$ cat src/rtl/width_reductor_multi.sv
// Splits a wide word of NO lanes (first 'active' valid) into beats of up to NO_OUT lanes,
// each tagged {last, cnt}, through a registered valid/ready output stage.
module width_reductor_multi #(
  parameter int W_DATA   = 16,
  parameter int NO       = 4,
  parameter int NO_OUT   = 2,
  parameter int W_ACTIVE = 3,
  localparam int W_CNT   = $clog2(NO_OUT + 1),
  localparam int W_IN    = W_ACTIVE + NO * W_DATA,
  localparam int W_OUT   = 1 + W_CNT + NO_OUT * W_DATA
) (
  input  logic             clk,
  input  logic             rst_n,
  input  logic             din_valid,
  output logic             din_ready,
  input  logic [W_IN-1:0]  din_data,
  output logic             dout_valid,
  input  logic             dout_ready,
  output logic [W_OUT-1:0] dout_data
);

  localparam int W_IDX = $clog2(NO) + 1;
  // Arithmetic width wide enough for active, idx and idx+NO_OUT without overflow.
  localparam int W_L   = ((W_ACTIVE > W_IDX) ? W_ACTIVE : W_IDX) + 1;

  logic [W_DATA-1:0]        lane_in [NO];
  logic [W_ACTIVE-1:0]      active;
  logic [W_L-1:0]           eff_l, idx_l, end_l, cnt_l;
  logic                     beat_last, load;
  logic [NO_OUT*W_DATA-1:0] beat_data;

  logic                     dout_valid_q, dout_valid_d;
  logic [W_OUT-1:0]         dout_data_q, dout_data_d;
  logic [W_IDX-1:0]         idx_q, idx_d;

  genvar gi;
  generate
    for (gi = 0; gi < NO; gi++) begin : g_unpack
      assign lane_in[gi] = din_data[gi*W_DATA +: W_DATA];
    end
  endgenerate

  assign active = din_data[W_IN-1 -: W_ACTIVE];

  always_comb begin
    eff_l     = (W_L'(active) > W_L'(NO)) ? W_L'(NO) : W_L'(active);
    idx_l     = W_L'(idx_q);
    end_l     = idx_l + W_L'(NO_OUT);
    beat_last = (end_l >= eff_l);
    cnt_l     = beat_last ? (eff_l - idx_l) : W_L'(NO_OUT);
  end

  // Out lane i takes input lane idx+i when i is within the beat; otherwise zero.
  always_comb begin
    beat_data = '0;
    for (int i = 0; i < NO_OUT; i++) begin
      if (W_L'(i) < cnt_l) begin
        for (int j = 0; j < NO; j++) begin
          if (idx_l + W_L'(i) == W_L'(j)) begin
            beat_data[i*W_DATA +: W_DATA] = lane_in[j];
          end
        end
      end
    end
  end

  assign load      = din_valid && (eff_l != '0) && (!dout_valid_q || dout_ready);
  // Held low during reset so the upstream word is not consumed while we discard state.
  assign din_ready = rst_n && ((load && beat_last) || (din_valid && (eff_l == '0)));

  always_comb begin
    dout_valid_d = dout_valid_q;
    dout_data_d  = dout_data_q;
    idx_d        = idx_q;
    if (load) begin
      dout_valid_d = 1'b1;
      dout_data_d  = {beat_last, W_CNT'(cnt_l), beat_data};
      idx_d        = beat_last ? '0 : W_IDX'(end_l);
    end else if (dout_valid_q && dout_ready) begin
      dout_valid_d = 1'b0;
    end
  end

  always_ff @(posedge clk or negedge rst_n) begin
    if (!rst_n) begin
      dout_valid_q <= 1'b0;
      dout_data_q  <= '0;
      idx_q        <= '0;
    end else begin
      dout_valid_q <= dout_valid_d;
      dout_data_q  <= dout_data_d;
      idx_q        <= idx_d;
    end
  end

  assign dout_valid = dout_valid_q;
  assign dout_data  = dout_data_q;

endmodule

$ cat config.mk
export PLATFORM = sky130hd
export DESIGN_NAME = width_reductor_multi
export DESIGN_NICKNAME = d
export VERILOG_FILES = /design/src/rtl/width_reductor_multi.sv
export SDC_FILE = /design/constraint.sdc
export NUM_CORES = 1
export LEC_CHECK = 0
export ABC_AREA = 0
export CAP_MARGIN = 20
export CORE_UTILIZATION = 40
export DETAILED_ROUTE_END_ITERATION = 8
export PLACE_DENSITY = 0.81
export SYNTH_ARGS = -nofsm -noshare
export SYNTH_HDL_FRONTEND = slang
export SYNTH_SLANG_ARGS = --single-unit
$ cat constraint.sdc
create_clock -name clk -period 5.35 [get_ports clk]
set_input_delay 0.8025 -clock clk [delete_from_list [all_inputs] [get_ports clk]]
set_output_delay 0.8025 -clock clk [all_outputs]
set_load 0.01 [all_outputs]
==> results.toml, run 1 <==
[cells_and_area]
layout_common_cells = "106 x clkdlybuf4s50_1, 38 x dfrtp_1, 23 x nand2_1"
fin_cells = 372
area_growth_pct = 56.0
layout_commonest_cell = "clkdlybuf4s50_1"
fill_cells = 400
fin_area_sq_um = 3250
diodes = 0
drive_gt1_frac = 0.0951
final_nets = 384

[critical_path]
path_class = "primary input to primary output"
path_depth = 7
reg2reg_depth = 6
rr_endpoint = "dout_data[10]"
timing.critical_path.buf_inv = 2
crit_slowest_cell = "clkdlybuf4s50_1"
r2r-start = "idx_q[1]"
crit_top_cell = "clkdlybuf4s50_1"
critPathArrivalTime_ns = 2.99
crit_chain = "clkdlybuf4s50_1 -> nand2b_1 -> ha_1 -> a21oi_1 -> o31a_1 -> o21ai_0 -> clkdlybuf4s50_1"
crit_family = "buffers and inverters"
cp-end-kind = "primary output"
cp_max_fo = 6
worstPathRequired_ns = 4.55
max_stage_delay_ns = 0.55
ff2ff_setup_slack_ns = 2.63
critical_path.startpoint_type = "primary input"

[synthesis]
synth_area_per_cell_sq_um = 10.3
synth-simple-area-share = 0.200
synth_seq_area_share = 0.457
async_flop_share = 1.00
muxShareOfSynthArea = 0.00541
postSynthCellCount = 202
synthAdderAreaFrac = 0.0613
synth_xor_area_frac = 0
synth_area_sq_um = 2080
synth_flop_cell = "dfrtp_1"
synth_compound_area_frac = 0.218
yosys_warnings = 0
synth-seq-cells = 38
synth_top_family_by_area = "compound AO/OA/AOI/OAI gates"
synth_edf_count = 0
synth.distinct_cells = 39
synth_nets = 282

[floorplanning]
io_pins = 108
die_area_sq_um = 5500
die_h_um = 74.1
die_width_um = 74.1
std_cell_rows = 25
core_sq_um = 4880
initial_core_util = 0.427

[sta]
min_period_ns = 3.79
tightest_slew_ns = 1.13
rsz0062_at_grt = "false"
fmax_mhz = 264
finClkSkew_ns = 0.00359
finalCritPeriodShare = 0.708
setup_viol = 0
fin_tns_setup_ns = 0
maxSlewHeadroom = 0.244
finalMaxSlewViolations = 0
hold_viol = 0

[detailed_routing]
drt_pass1_iterations = 4
dr_total_vias = 1932
first_iter_violations = 111
wl_um = 5530
met3WireLength_um = 491
top_layer = "met4"
wl_met1_um = 2350
wl_met2_um = 2610
wl_per_cell_um = 14.9
drc = 0
drtAntennaViolNets = 0
via_per_inst = 5.19

[placement]
dp_cells = 363
place_congestion = 0.787
dpl_cell_area_sq_um = 3130
portBuffers = 107
dp_hpwl_um = 4040

[global_route]
grt.total_usage = 0.209
grt_pass1_wl_um = 8710
antenna_found_initial = 0
grt_max_degree = 41
grt_pass1_vias = 1837
overflow = 0

[clock_network]
clkSinkCount = 38
ctsHoldBuffers = 0
cts_buffer_depth = 2
cts.clk_slew.worst_paths_ns = 0.07
cts_root_buffer = "clkbuf_8"
h-tree-depth = 2
cts_tree = "built"
cts_buffers = 5
post_cts_buffers = 0
insertion_delay_ns = 0.29
cts_resized = 0

[hold_path]
min_path_cells = 2
min_from = "dout_data[17]"
hold_path.class = "flip-flop to flip-flop"
min_to = "dout_data[17]"

[power_and_ir_drop]
ir_worst_vdd_uv = 339
p_per_area_nw_per_um2 = 480
power_w = 0.00156
leakage_nw = 1.31

[run_status]
status = "completed"

[flow_run]
maxCapViolCount = 0
[metrics by stage]
| step | hold slack, ns | utilization | setup WS, ns |
|---|---|---|---|
| 3_5_place_dp | 0.465 | 0.642 | 1.55 |
| 5_1_grt | 0.490 | 0.666 | 1.41 |
| 2_1_floorplan | 0.500 | - | 2.61 |
| 3_3_place_gp | 0.460 | 0.642 | 1.59 |
| 4_1_cts | 0.483 | 0.664 | 1.54 |
| 6_report | 0.480 | 0.666 | 1.56 |
[worst register-to-register path: cells and delay by family, from the launching register on]
| kind | cells | cell delay [ns] |
|---|---|---|
| and+or+nand+nor | 3 | 1.21 |
| adders and majority gates | 1 | 0.54 |
| DFF | 1 | 0.42 |
| AOI/OAI and AO/OA | 1 | 0.22 |
| buffers and inverters | 1 | 0.16 |
[flip-flops by register name, indices dropped and copies added, names as in the netlist]
name / cells
dout_data: 35
idx_q: 2
dout_valid: 1
[where the power goes]
part	internal [W]	leakage (nW)	switching [W]
registers	0.000414	0.465	0.0000687
clock network	0.000139	0.0524	0.0000971
logic	0.000428	0.793	0.000410
[metal layers]
metal,up-vias,track usage
li1,938,-
met1,912,0.259
met2,73,0.353
met3,9,0.0691
met4,0,0.0534
met5,-,0
[final cells by class]
| cell class | instances | area [sq um] | area share |
|---|---|---|---|
| clock buffers | 7 | 76.3 | 0.0235 |
| clock inverters | 1 | 30.0 | 0.00924 |
| inverters | 4 | 15.0 | 0.00462 |
| multi-input cells | 146 | 1010 | 0.311 |
| flip-flops and latches | 38 | 951 | 0.293 |
| well taps | 67 | 83.8 | 0.0258 |
| repair buffers | 109 | 1080 | 0.333 |
[kinds of logic (layout without fill, tap and decap cells)]
kind of cell	Yosys count	in the layout
flops	38	38
mux	1	1
fa+ha+maj	9	9
other cells	1	1
buf+inv	18	121
simple gates	74	74
compound gates	61	61
[cell usage after synthesis (3+ instances only)]
| cell | n | area, sq um |
|---|---|---|
| inv_1 | 4 | 15.0 |
| nor3_2 | 10 | 100 |
| dfrtp_1 | 38 | 951 |
| nor3_1 | 7 | 35.0 |
| buf_2 | 6 | 30.0 |
| o21ai_1 | 12 | 60.1 |
| a22oi_1 | 15 | 113 |
| o21ai_0 | 8 | 40.0 |
| nor2_1 | 20 | 75.1 |
| a221oi_1 | 15 | 131 |
| ha_1 | 7 | 87.6 |
| nand2_1 | 23 | 86.3 |
| nand2b_1 | 3 | 18.8 |
[how the worst max path moves through the flow]
stage	end	slack [ns]	start
4_1_cts	din_ready	1.54	din_data[66]
3_5_place_dp	din_ready	1.55	din_data[66]
3_3_place_gp	din_ready	1.59	din_data[66]
2_1_floorplan	din_ready	2.61	din_data[66]
6_report	din_ready	1.56	din_data[66]
5_1_grt	din_ready	1.41	din_data[66]
Power figures use the tool's default switching activity.
==> run 2, diff against run 1 <==
Settings changed: CORE_UTILIZATION 40 to 36, PLACE_DENSITY 0.81 to 0.77.
Clock period 5.35 ns to 3.3 ns, I/O delays scaled along.
==> run 2 against run 1 <==
  * Clock-buffer cell count fell by 1
  * Critical endpoint unchanged
  * Clock skew increased by 0.0018 ns
  * Sequential power grew 62%
  * Critical path type unchanged
  * Sequential cell count did not move
  * Largest power group unchanged
==> results.toml, run 2 (same netlist as run 1, synthesis figures left out) <==
[detailed_routing]
wl_per_cell_um = 13.7
drt_pass1_iterations = 4
drc = 0
via_per_inst = 5.07
wl_um = 5210
first_iter_violations = 69
dr_total_vias = 1920
drtAntennaViolNets = 0

[sta]
fmax_mhz = 330
finClkSkew_ns = 0.00536
finalMaxSlewViolations = 0
finalWorstSetupSlack_ns = 0.271
fin_tns_setup_ns = 0
setup_viol = 0
maxSlewHeadroom = 0.524
min_period_ns = 3.03
tightest_slew_ns = 0.711
finalCritPeriodShare = 0.918
rsz0062_at_grt = "false"
hold_viol = 0

[critical_path]
worstPathRequired_ns = 2.80
crit_top_cell = "clkdlybuf4s50_1"
critical_path.startpoint_type = "primary input"
reg2reg_depth = 7
crit_chain = "clkdlybuf4s50_1 -> nand2b_2 -> ha_1 -> a21oi_1 -> o31a_1 -> o21ai_0 -> clkdlybuf4s50_1"
rr_endpoint = "dout_data[12]"
cp-end-kind = "primary output"
r2r-start = "idx_q[1]"
critPathArrivalTime_ns = 2.53
cp_max_fo = 3
max_stage_delay_ns = 0.55
ff2ff_setup_slack_ns = 1.07
path_class = "primary input to primary output"
crit_slowest_cell = "clkdlybuf4s50_1"

[clock_network]
cts_buffer_depth = 2
cts_root_buffer = "clkbuf_8"
cts_tree = "built"
post_cts_buffers = 0
insertion_delay_ns = 0.28
clkSinkCount = 38
cts.clk_slew.worst_paths_ns = 0.06
h-tree-depth = 2
cts_buffers = 5

[cells_and_area]
layout_common_cells = "105 x clkdlybuf4s50_1, 38 x dfrtp_1, 23 x nand2_1"
fin_util = 0.589
area_growth_pct = 56.9
diodes = 0
final_nets = 388
drive_gt1_frac = 0.111
largest_reg_flops = 35
layout_commonest_cell = "clkdlybuf4s50_1"

[power_and_ir_drop]
ir_worst_vdd_uv = 329
leakage_nw = 1.33
power_w = 0.00245
p_per_area_nw_per_um2 = 750

[floorplanning]
die_h_um = 78.1
die_area_sq_um = 6090
std_cell_rows = 27
die_width_um = 78.1
core_sq_um = 5540
io_pins = 108
initial_core_util = 0.376

[hold_path]
hold_path.class = "primary input to async pin"

[flow_run]
maxCapViolCount = 0

[placement]
portBuffers = 107
place_congestion = 0.780
pre_cts_slack_ns = 0.123
dp_hpwl_um = 3890

[global_route]
grt_max_degree = 39
overflow = 0
grt_pass1_vias = 1853
grt.total_usage = 0.182
grt_pass1_wl_um = 8730
antenna_found_initial = 0

[run_status]
status = "completed"
## run 2: changes by cell type in the layout (fill, tap and decap cells not counted)
cell             delta
dlymetal6s2s_1      +1
bufinv_16           -1
buf_4               +4
clkdlybuf4s50_1     -1
nand2b_1            -1
clkbuf_1            -2
nand2b_2            +1
clkbuf_8            +1
## run 2: cell type report
class                           instances  area, sq um
Sequential cell                        38          951
Multi-Input combinational cell        146         1010
Inverter                                4         15.0
Timing Repair Buffer                  113         1110
Fill cell                             505         2270
Clock buffer                            6         82.6
Tap cell                               72         90.1
## run 2: worst max-delay path: cells and delay by family
family,cells,cell delay [ns]
simple gates,1,0.11
buf+inv,2,1.07
fa+ha+maj,1,0.34
compound gates,3,0.52
## run 2: what timing repair did
action,CTS,global route
gates resized for setup,0,2
endpoints found under the setup margin,0,1
hold buffers,0,0
## run 2: metrics by stage
stage          cells  instance area [sq um]  hold WS (ns)
2_1_floorplan    202                   2080         0.199
3_3_place_gp     372                   3170         0.460
3_5_place_dp     372                   3170         0.467
4_1_cts          378                   3250         0.338
5_1_grt          379                   3270         0.365
6_report         379                   3270         0.326
## run 2: metal layers
metal	up-vias	global-route usage	wire [um]
met5	-	0	0
met2	77	0.309	2550
met1	896	0.219	2140
met3	4	0.0698	484
li1	943	-	-
met4	0	0.0389	35
## run 2: how the worst max path moves through the flow
stage	depth (start not counted)	endpoint	start
floorplan	7	dout_data[0]	din_data[66]
global placement	7	din_ready	din_data[66]
detailed placement	7	din_ready	din_data[66]
CTS	7	din_ready	din_data[66]
global route	7	din_ready	din_data[65]
finish	7	din_ready	din_data[65]
## run 2: power by group
part	switching, W	internal [W]
Sequential	0.000109	0.000672
Clock	0.000141	0.000161
Combinational	0.000658	0.000709
==> run 3, diff against run 2 <==
Settings changed: HOLD_SLACK_MARGIN from default to 0.15.
==> results of run 3 <==
Final layout, timing and power as in run 2 (identical DEF).
